### src/rtl/serial_pattern_tx.sv
// ---------------------------------------------------------------------------
// serial_pattern_tx
//
// Parallel-to-serial pattern transmitter. Drives the single-bit serial line
// that the sequence-detector FSMs sample once per clock. A WIDTH-bit word is
// accepted over a valid/ready handshake and shifted out MSB-first. After the
// last data bit the line is held at IDLE_LEVEL for GAP_CYCLES cycles before
// the next word can be accepted.
//
// Parameters
//   WIDTH       bits per word (>= 2)
//   GAP_CYCLES  idle-level cycles after each word (>= 0)
//   IDLE_LEVEL  line level whenever no data bit is being driven
//
// Ports
//   clk      in   rising-edge clock
//   rst_n    in   asynchronous active-low reset
//   data_i   in   [WIDTH-1:0] word to send, sampled only on accept
//   valid_i  in   data_i is valid
//   ready_o  out  a word can be accepted this cycle
//   ser_o    out  serial line (registered)
//   frame_o  out  high while ser_o carries a data bit
//   busy_o   out  high while shifting or in the inter-word gap
//   done_o   out  one-cycle pulse in the cycle after the last data bit
//
// All outputs come straight from flops.
// ---------------------------------------------------------------------------
module serial_pattern_tx #(
    parameter int   WIDTH      = 32,
    parameter int   GAP_CYCLES = 2,
    parameter logic IDLE_LEVEL = 1'b0
) (
    input  logic             clk,
    input  logic             rst_n,
    input  logic [WIDTH-1:0] data_i,
    input  logic             valid_i,
    output logic             ready_o,
    output logic             ser_o,
    output logic             frame_o,
    output logic             busy_o,
    output logic             done_o
);

    localparam int CNT_W    = $clog2(WIDTH);
    // The gap counter still needs a legal width when the gap is 0 or 1 cycle.
    localparam int GAP_W    = (GAP_CYCLES > 1) ? $clog2(GAP_CYCLES) : 1;
    localparam int GAP_LAST = (GAP_CYCLES > 0) ? (GAP_CYCLES - 1) : 0;

    localparam logic [CNT_W-1:0] BIT_LAST_C = CNT_W'(WIDTH - 1);
    localparam logic [GAP_W-1:0] GAP_LAST_C = GAP_W'(GAP_LAST);

    typedef enum logic [1:0] {
        ST_IDLE  = 2'd0,
        ST_SHIFT = 2'd1,
        ST_GAP   = 2'd2
    } state_t;

    state_t             state_q,   state_d;
    logic [WIDTH-1:0]   shift_q,   shift_d;
    logic [CNT_W-1:0]   bit_cnt_q, bit_cnt_d;
    logic [GAP_W-1:0]   gap_cnt_q, gap_cnt_d;
    logic               ser_q,     ser_d;
    logic               frame_q,   frame_d;
    logic               busy_q,    busy_d;
    logic               ready_q,   ready_d;
    logic               done_q,    done_d;

    logic               accept;

    // ready_q is only ever high in IDLE, so this cannot fire mid-word.
    assign accept = valid_i && ready_q;

    // -----------------------------------------------------------------------
    // State and output registers
    // -----------------------------------------------------------------------
    always_ff @(posedge clk or negedge rst_n) begin
        if (!rst_n) begin
            state_q   <= ST_IDLE;
            shift_q   <= '0;
            bit_cnt_q <= '0;
            gap_cnt_q <= '0;
            ser_q     <= IDLE_LEVEL;
            frame_q   <= 1'b0;
            busy_q    <= 1'b0;
            ready_q   <= 1'b1;
            done_q    <= 1'b0;
        end else begin
            state_q   <= state_d;
            shift_q   <= shift_d;
            bit_cnt_q <= bit_cnt_d;
            gap_cnt_q <= gap_cnt_d;
            ser_q     <= ser_d;
            frame_q   <= frame_d;
            busy_q    <= busy_d;
            ready_q   <= ready_d;
            done_q    <= done_d;
        end
    end

    // -----------------------------------------------------------------------
    // Next-state and registered-output logic
    // -----------------------------------------------------------------------
    always_comb begin
        state_d   = state_q;
        shift_d   = shift_q;
        bit_cnt_d = bit_cnt_q;
        gap_cnt_d = gap_cnt_q;
        ser_d     = ser_q;
        frame_d   = frame_q;
        busy_d    = busy_q;
        ready_d   = ready_q;
        done_d    = 1'b0;

        unique case (state_q)
            ST_IDLE: begin
                ser_d = IDLE_LEVEL;
                if (accept) begin
                    // The MSB goes straight onto the line at the accept edge,
                    // so the shift register keeps only the remaining bits.
                    state_d   = ST_SHIFT;
                    ser_d     = data_i[WIDTH-1];
                    shift_d   = {data_i[WIDTH-2:0], 1'b0};
                    bit_cnt_d = '0;
                    frame_d   = 1'b1;
                    busy_d    = 1'b1;
                    ready_d   = 1'b0;
                end
            end

            ST_SHIFT: begin
                if (bit_cnt_q == BIT_LAST_C) begin
                    // The cycle after the last bit carries done_o and is
                    // already the first gap cycle (or idle when there is no gap).
                    ser_d     = IDLE_LEVEL;
                    frame_d   = 1'b0;
                    done_d    = 1'b1;
                    bit_cnt_d = '0;
                    if (GAP_CYCLES == 0) begin
                        state_d = ST_IDLE;
                        busy_d  = 1'b0;
                        ready_d = 1'b1;
                    end else begin
                        state_d   = ST_GAP;
                        gap_cnt_d = '0;
                    end
                end else begin
                    ser_d     = shift_q[WIDTH-1];
                    shift_d   = {shift_q[WIDTH-2:0], 1'b0};
                    bit_cnt_d = bit_cnt_q + CNT_W'(1);
                end
            end

            ST_GAP: begin
                ser_d = IDLE_LEVEL;
                if (gap_cnt_q == GAP_LAST_C) begin
                    state_d   = ST_IDLE;
                    gap_cnt_d = '0;
                    busy_d    = 1'b0;
                    ready_d   = 1'b1;
                end else begin
                    gap_cnt_d = gap_cnt_q + GAP_W'(1);
                end
            end

            default: begin
                state_d   = ST_IDLE;
                ser_d     = IDLE_LEVEL;
                frame_d   = 1'b0;
                busy_d    = 1'b0;
                ready_d   = 1'b1;
                bit_cnt_d = '0;
                gap_cnt_d = '0;
            end
        endcase
    end

    assign ready_o = ready_q;
    assign ser_o   = ser_q;
    assign frame_o = frame_q;
    assign busy_o  = busy_q;
    assign done_o  = done_q;

endmodule

### config.mk
export PLATFORM = sky130hd
export DESIGN_NAME = serial_pattern_tx
export DESIGN_NICKNAME = d
export VERILOG_FILES = /design/src/rtl/serial_pattern_tx.sv
export SDC_FILE = /design/constraint.sdc
export NUM_CORES = 1
export LEC_CHECK = 0
export CAP_MARGIN = 20
export CORE_MARGIN = 2
export CORE_UTILIZATION = 45
export DETAILED_ROUTE_END_ITERATION = 7
export GPL_TIMING_DRIVEN = 1
export PLACE_DENSITY = 0.73
export SLEW_MARGIN = 20
export SYNTH_ARGS = -nofsm -noshare
export SYNTH_HDL_FRONTEND = slang
export SYNTH_SLANG_ARGS = --single-unit
### constraint.sdc
create_clock -name clk -period 2.9 [get_ports clk]
set_clock_uncertainty 0.1 [all_clocks]
set_input_delay 0.58 -clock clk [delete_from_list [all_inputs] [get_ports clk]]
set_output_delay 0.58 -clock clk [all_outputs]
set_load 0.01 [all_outputs]
-- Word level (Yosys, flattened, before mapping)
Cells that the tools add are included.
Widths: inputs -> output; s select.
- $add $sub $neg: 2
- equal/unequal tests: 7
- mux-type cells: 25
- bitwise gates (word level): 3
- reduce and logical (&&, ||, !) cells: 9
- operators by type and width (operator ; number):
    $mux 32 ; 2
    $pmux 32 s2 ; 1
    $pmux 5 s3 ; 1
    $pmux 1 s3 ; 4
    $reduce_and 3->1 ; 4
    $mux 1 ; 10
    $mux 5 ; 2
    $ne 2x2->1 const B ; 4
    $mux 2 ; 3
    $pmux 2 s3 ; 1
    $add 5x1->5 const B ; 1
    $eq 5x5->1 const B ; 1
    $reduce_and 2->1 ; 2
    $not 1->1 ; 3
    $eq 2x1->1 const B ; 1
    $eq 2x2->1 const B ; 1
    $logic_not 2->1 ; 1
    $pmux 1 s2 ; 1
    $reduce_bool 2->1 ; 1
    $add 1x1->1 const B ; 1
    $logic_and 1x1->1 ; 1
- register bits: 45
- bits of input ports: 35
- output and inout bits: 5
- word-level logic and storage cells: 55

-- Logic depth before layout (Yosys ltp)
- depth in word-level cells: 3
- gate-level depth with buffers: 8
- gate-level depth less buffers: 6

-- Least setup slack after synthesis
OpenSTA, ideal clock, no wires.
- path type: flip-flop to flip-flop
- from: register bit_cnt_q[0]
- to: register shift_q[28]
- setup time: 0.125 ns
- data arrival time: 1.788 ns
- required time: 2.675 ns
- slack: 0.887 ns
- cell stages (with the launch flop): 8
- buffers on the path: 1
- period minus slack after synthesis: 2.013 ns
- path through: dfrtp_1 -> ha_1 -> and3_1 -> ha_1 -> nor3b_4 -> or2_1 -> buf_4 -> mux2_4
- longest elaborated chain between the ends: 3
- ends and longest elaborated chain (element ; RTL line ; RTL):
    start, declared ; 60 ; logic [CNT_W-1:0] bit_cnt_q, bit_cnt_d;
    start signal, assigned ; 90 ; bit_cnt_q <= bit_cnt_d;
    $eq 5x5->1 ; 131 ; if (bit_cnt_q == BIT_LAST_C) begin
    $ne 2x2->1 (no line) ; - ;
    $reduce_and 3->1 (no line) ; - ;
    end signal, assigned ; 89 ; shift_q <= shift_d;
    end, declared ; 59 ; logic [WIDTH-1:0] shift_q, shift_d;
No other way between the ends.
A chain may end at the register's enable or synchronous reset.

-- Final worst setup path
- from: register bit_cnt_q[0]
- to: register shift_q[8]
The elaborated chain is that of the path after synthesis.

==> impl_metrics.tcl <==
set metrics [dict create \
    status "complete, no violations" \
    drv_slew 0 \
    core_area_um2 4660 \
    wl_per_cell_um 15.1 \
    num_antenna_cells 0 \
    seq_area_frac_synth 0.514 \
    firstDrtPassIters 4 \
    synthTopCellsByArea "dfrtp_1, mux2i_1, nor3_1" \
    first_global_vias 1445 \
    p_per_area_nw_per_um2 411 \
    max_slew_margin 0.631 \
    clk_path_buf_depth 2 \
    p_leak_nw 1.11 \
    post_cts_resize_count 0 \
    postCtsSetupRepairBufs 0 \
    rows 25 \
    synth_area_um2 2140 \
    path_clk_slew_ps 80 \
    r2r_cells 7 \
    antenna_found_initial 0 \
    final_cell_mix "dfrtp_1, clkdlybuf4s50_1, mux2i_1, nor3_1, a21oi_1" \
    tightest_slew_ps 553 \
    grt_usage 0.172 \
    power_mw 1.08 \
    peakVddDrop_uv 234 \
    cts_tree "built" \
    setup_viol 0 \
    final_antenna_net_count 0 \
    avgViaCountPerCell 5.42 \
    yosys_warnings 0 \
    cp_common_cell "ha_1" \
    cts_buffers 5 \
    post-route-drc-count 0 \
    cp_slowest_stage_delay_ps 410 \
    end_kind "flop" \
    place.gp.congestion 0.695 \
    cp_max_fo 31 \
    nFillCells 406 \
    critPathKind "flop to flop" \
    htreeDepth 2 \
    dp_cells 272 \
    io_pins 40 \
    cts-root-buf "clkbuf_8" \
    synth_seq_cells 44 \
    hpwl_um 2640 \
    cts_sinks 44 \
    hold_path.class "input port to async pin" \
    yosysTopAreaCell "dfrtp_1" \
    synthCells 192 \
    drive_above_1_share 0.133 \
    hold_viol_final 0 \
    stdcell_count 280 \
    critPathArrivalTime_ps 2230 \
    synth_top_area_frac 0.502 \
    dr_total_vias 1518 \
    synth_cell_types 35 \
    rsz0062_at_grt "false" \
    die_y_um 73.0 \
    die_x_um 73.0 \
    worstPathCellList "ha_1 > and3_1 > ha_1 > nor3b_4 > or2_1 > buf_4 > a21oi_1" \
    final_common_cell "dfrtp_1" \
    setup_tns_ps 0 \
    grt_start_max_net_pins 45 \
    fmax_mhz 460 \
    finalCritPeriodShare 0.749 \
    overflow 0 \
    synth_fp_nets 229 \
    crit_required_ps 2960 \
    syn2layout_area_growth_pct 22.4 \
    die-area_um2 5330 \
    clkLatencyLatePin_ps 290 \
    fin_crit_ps 2170 \
    first_iter_violations 127 \
    start_util 0.460 \
    finish.net_count 262 \
    routed_wl_um 4240 \
    critPathLaunchType "flop" \
    port_buffers 39 \
    cts.hold.buffers_added 0 \
    syn_area_per_cell_um2 11.2 \
    crit_slowest_cell "dfrtp_1" \
    max_cap_violations 0 \
    grt_pass1_wl_um 6960 \
]
state kept, by name, indices dropped and copies added, names as in the netlist:
| signal | count |
|---|---|
| bit_cnt_q | 5 |
| done_o | 1 |
| gap_cnt_q | 1 |
| ready_o | 1 |
| frame_o | 1 |
| state_q | 2 |
| busy_o | 1 |
| ser_o | 1 |
| shift_q | 31 |
logic make-up (layout without fill, tap and decap cells):
logic type / Yosys count / count (layout) / share of synthesized area
and+or+nand+nor: 54 / 54 / 0.141
DFF: 44 / 44 / 0.514
AOI/OAI and AO/OA: 41 / 41 / 0.124
muxes: 31 / 31 / 0.148
buffers and inverters: 20 / 54 / 0.0613
adders and majority gates: 2 / 2 / 0.0117
synthesized netlist by cell type:
master / number
or3b_1: 1
nor2_1: 2
nor3_1: 29
nand2b_1: 1
nor3b_4: 1
a22o_1: 3
inv_2: 1
nand3_1: 4
and2_1: 2
buf_2: 6
a22oi_1: 1
nand2_1: 5
nand3b_1: 4
dfstp_2: 1
a21oi_1: 20
buf_4: 4
clkbuf_4: 1
clkbuf_1: 2
a31oi_1: 1
o32a_1: 1
inv_1: 2
mux2_4: 1
a21boi_1: 1
and3_1: 1
ha_1: 2
nor4bb_1: 1
buf_6: 4
dfrtp_1: 43
a21oi_2: 10
nor2b_1: 1
o21ai_1: 4
or2_1: 1
or3_1: 1
mux2i_1: 29
mux2_2: 1
final cells by class:
class | instances | area, µm² | share of cell area
sequential | 44 | 1100 | 0.420
multi-input combinational | 128 | 932 | 0.355
timing repair buffer | 43 | 418 | 0.159
clock buffer | 6 | 82.6 | 0.0315
tap | 54 | 67.6 | 0.0258
inverter | 3 | 11.3 | 0.00429
clock inverter | 2 | 10.0 | 0.00381
stage by stage:
| stage | instance area [µm²] | util | hold WS [ps] | setup WS (ps) |
|---|---|---|---|---|
| global route | 2620 | 0.563 | 208 | 557 |
| floorplan | 2140 | - | 184 | 887 |
| finish | 2620 | 0.563 | 173 | 728 |
| global placement | 2530 | 0.543 | 394 | 691 |
| detailed placement | 2530 | 0.543 | 403 | 587 |
| CTS | 2620 | 0.562 | 380 | 694 |
routing by layer:
metal	wire length (µm)	global-route usage	vias up
met5	0	0	-
met4	40	0.0617	0
met3	152	0.0483	2
met2	1950	0.251	30
met1	2090	0.244	734
li1	-	-	752
report_power, final:
part	switching, mW	leakage, nW	total, mW	internal, mW
logic	0.0265	0.478	0.0735	0.0470
clock network	0.201	0.0510	0.391	0.190
registers	0	0.585	0.613	0.613
critical path: cells and delay by family (launching register included):
family	cells	cell delay, ps
buffers and inverters	1	390
adder cells (fa/ha/maj)	2	470
flip-flops	1	410
AND/OR/NAND/NOR	3	530
AO/OA/AOI/OAI	1	120
path summary, 6_finish.rpt:
| check | slack [ps] | end | start |
|---|---|---|---|
| setup / recovery | 730 | shift_q[8]$_DFFE_PN0P_ | bit_cnt_q[0]$_DFFE_PN0P_ |
| hold / removal | 170 | shift_q[30]$_DFFE_PN0P_ | rst_n |
| setup reg to reg | 730 | shift_q[8]$_DFFE_PN0P_ | bit_cnt_q[0]$_DFFE_PN0P_ |
| hold reg to reg | 410 | ser_o$_DFF_PN0_ | shift_q[31]$_DFFE_PN0P_ |
| max in group asynchronous | 2150 | ready_o$_DFFE_PN1P_ | rst_n |
| min in group clk | 410 | ser_o$_DFF_PN0_ | shift_q[31]$_DFFE_PN0P_ |
No activity file was read; power rests on OpenSTA's default activity.
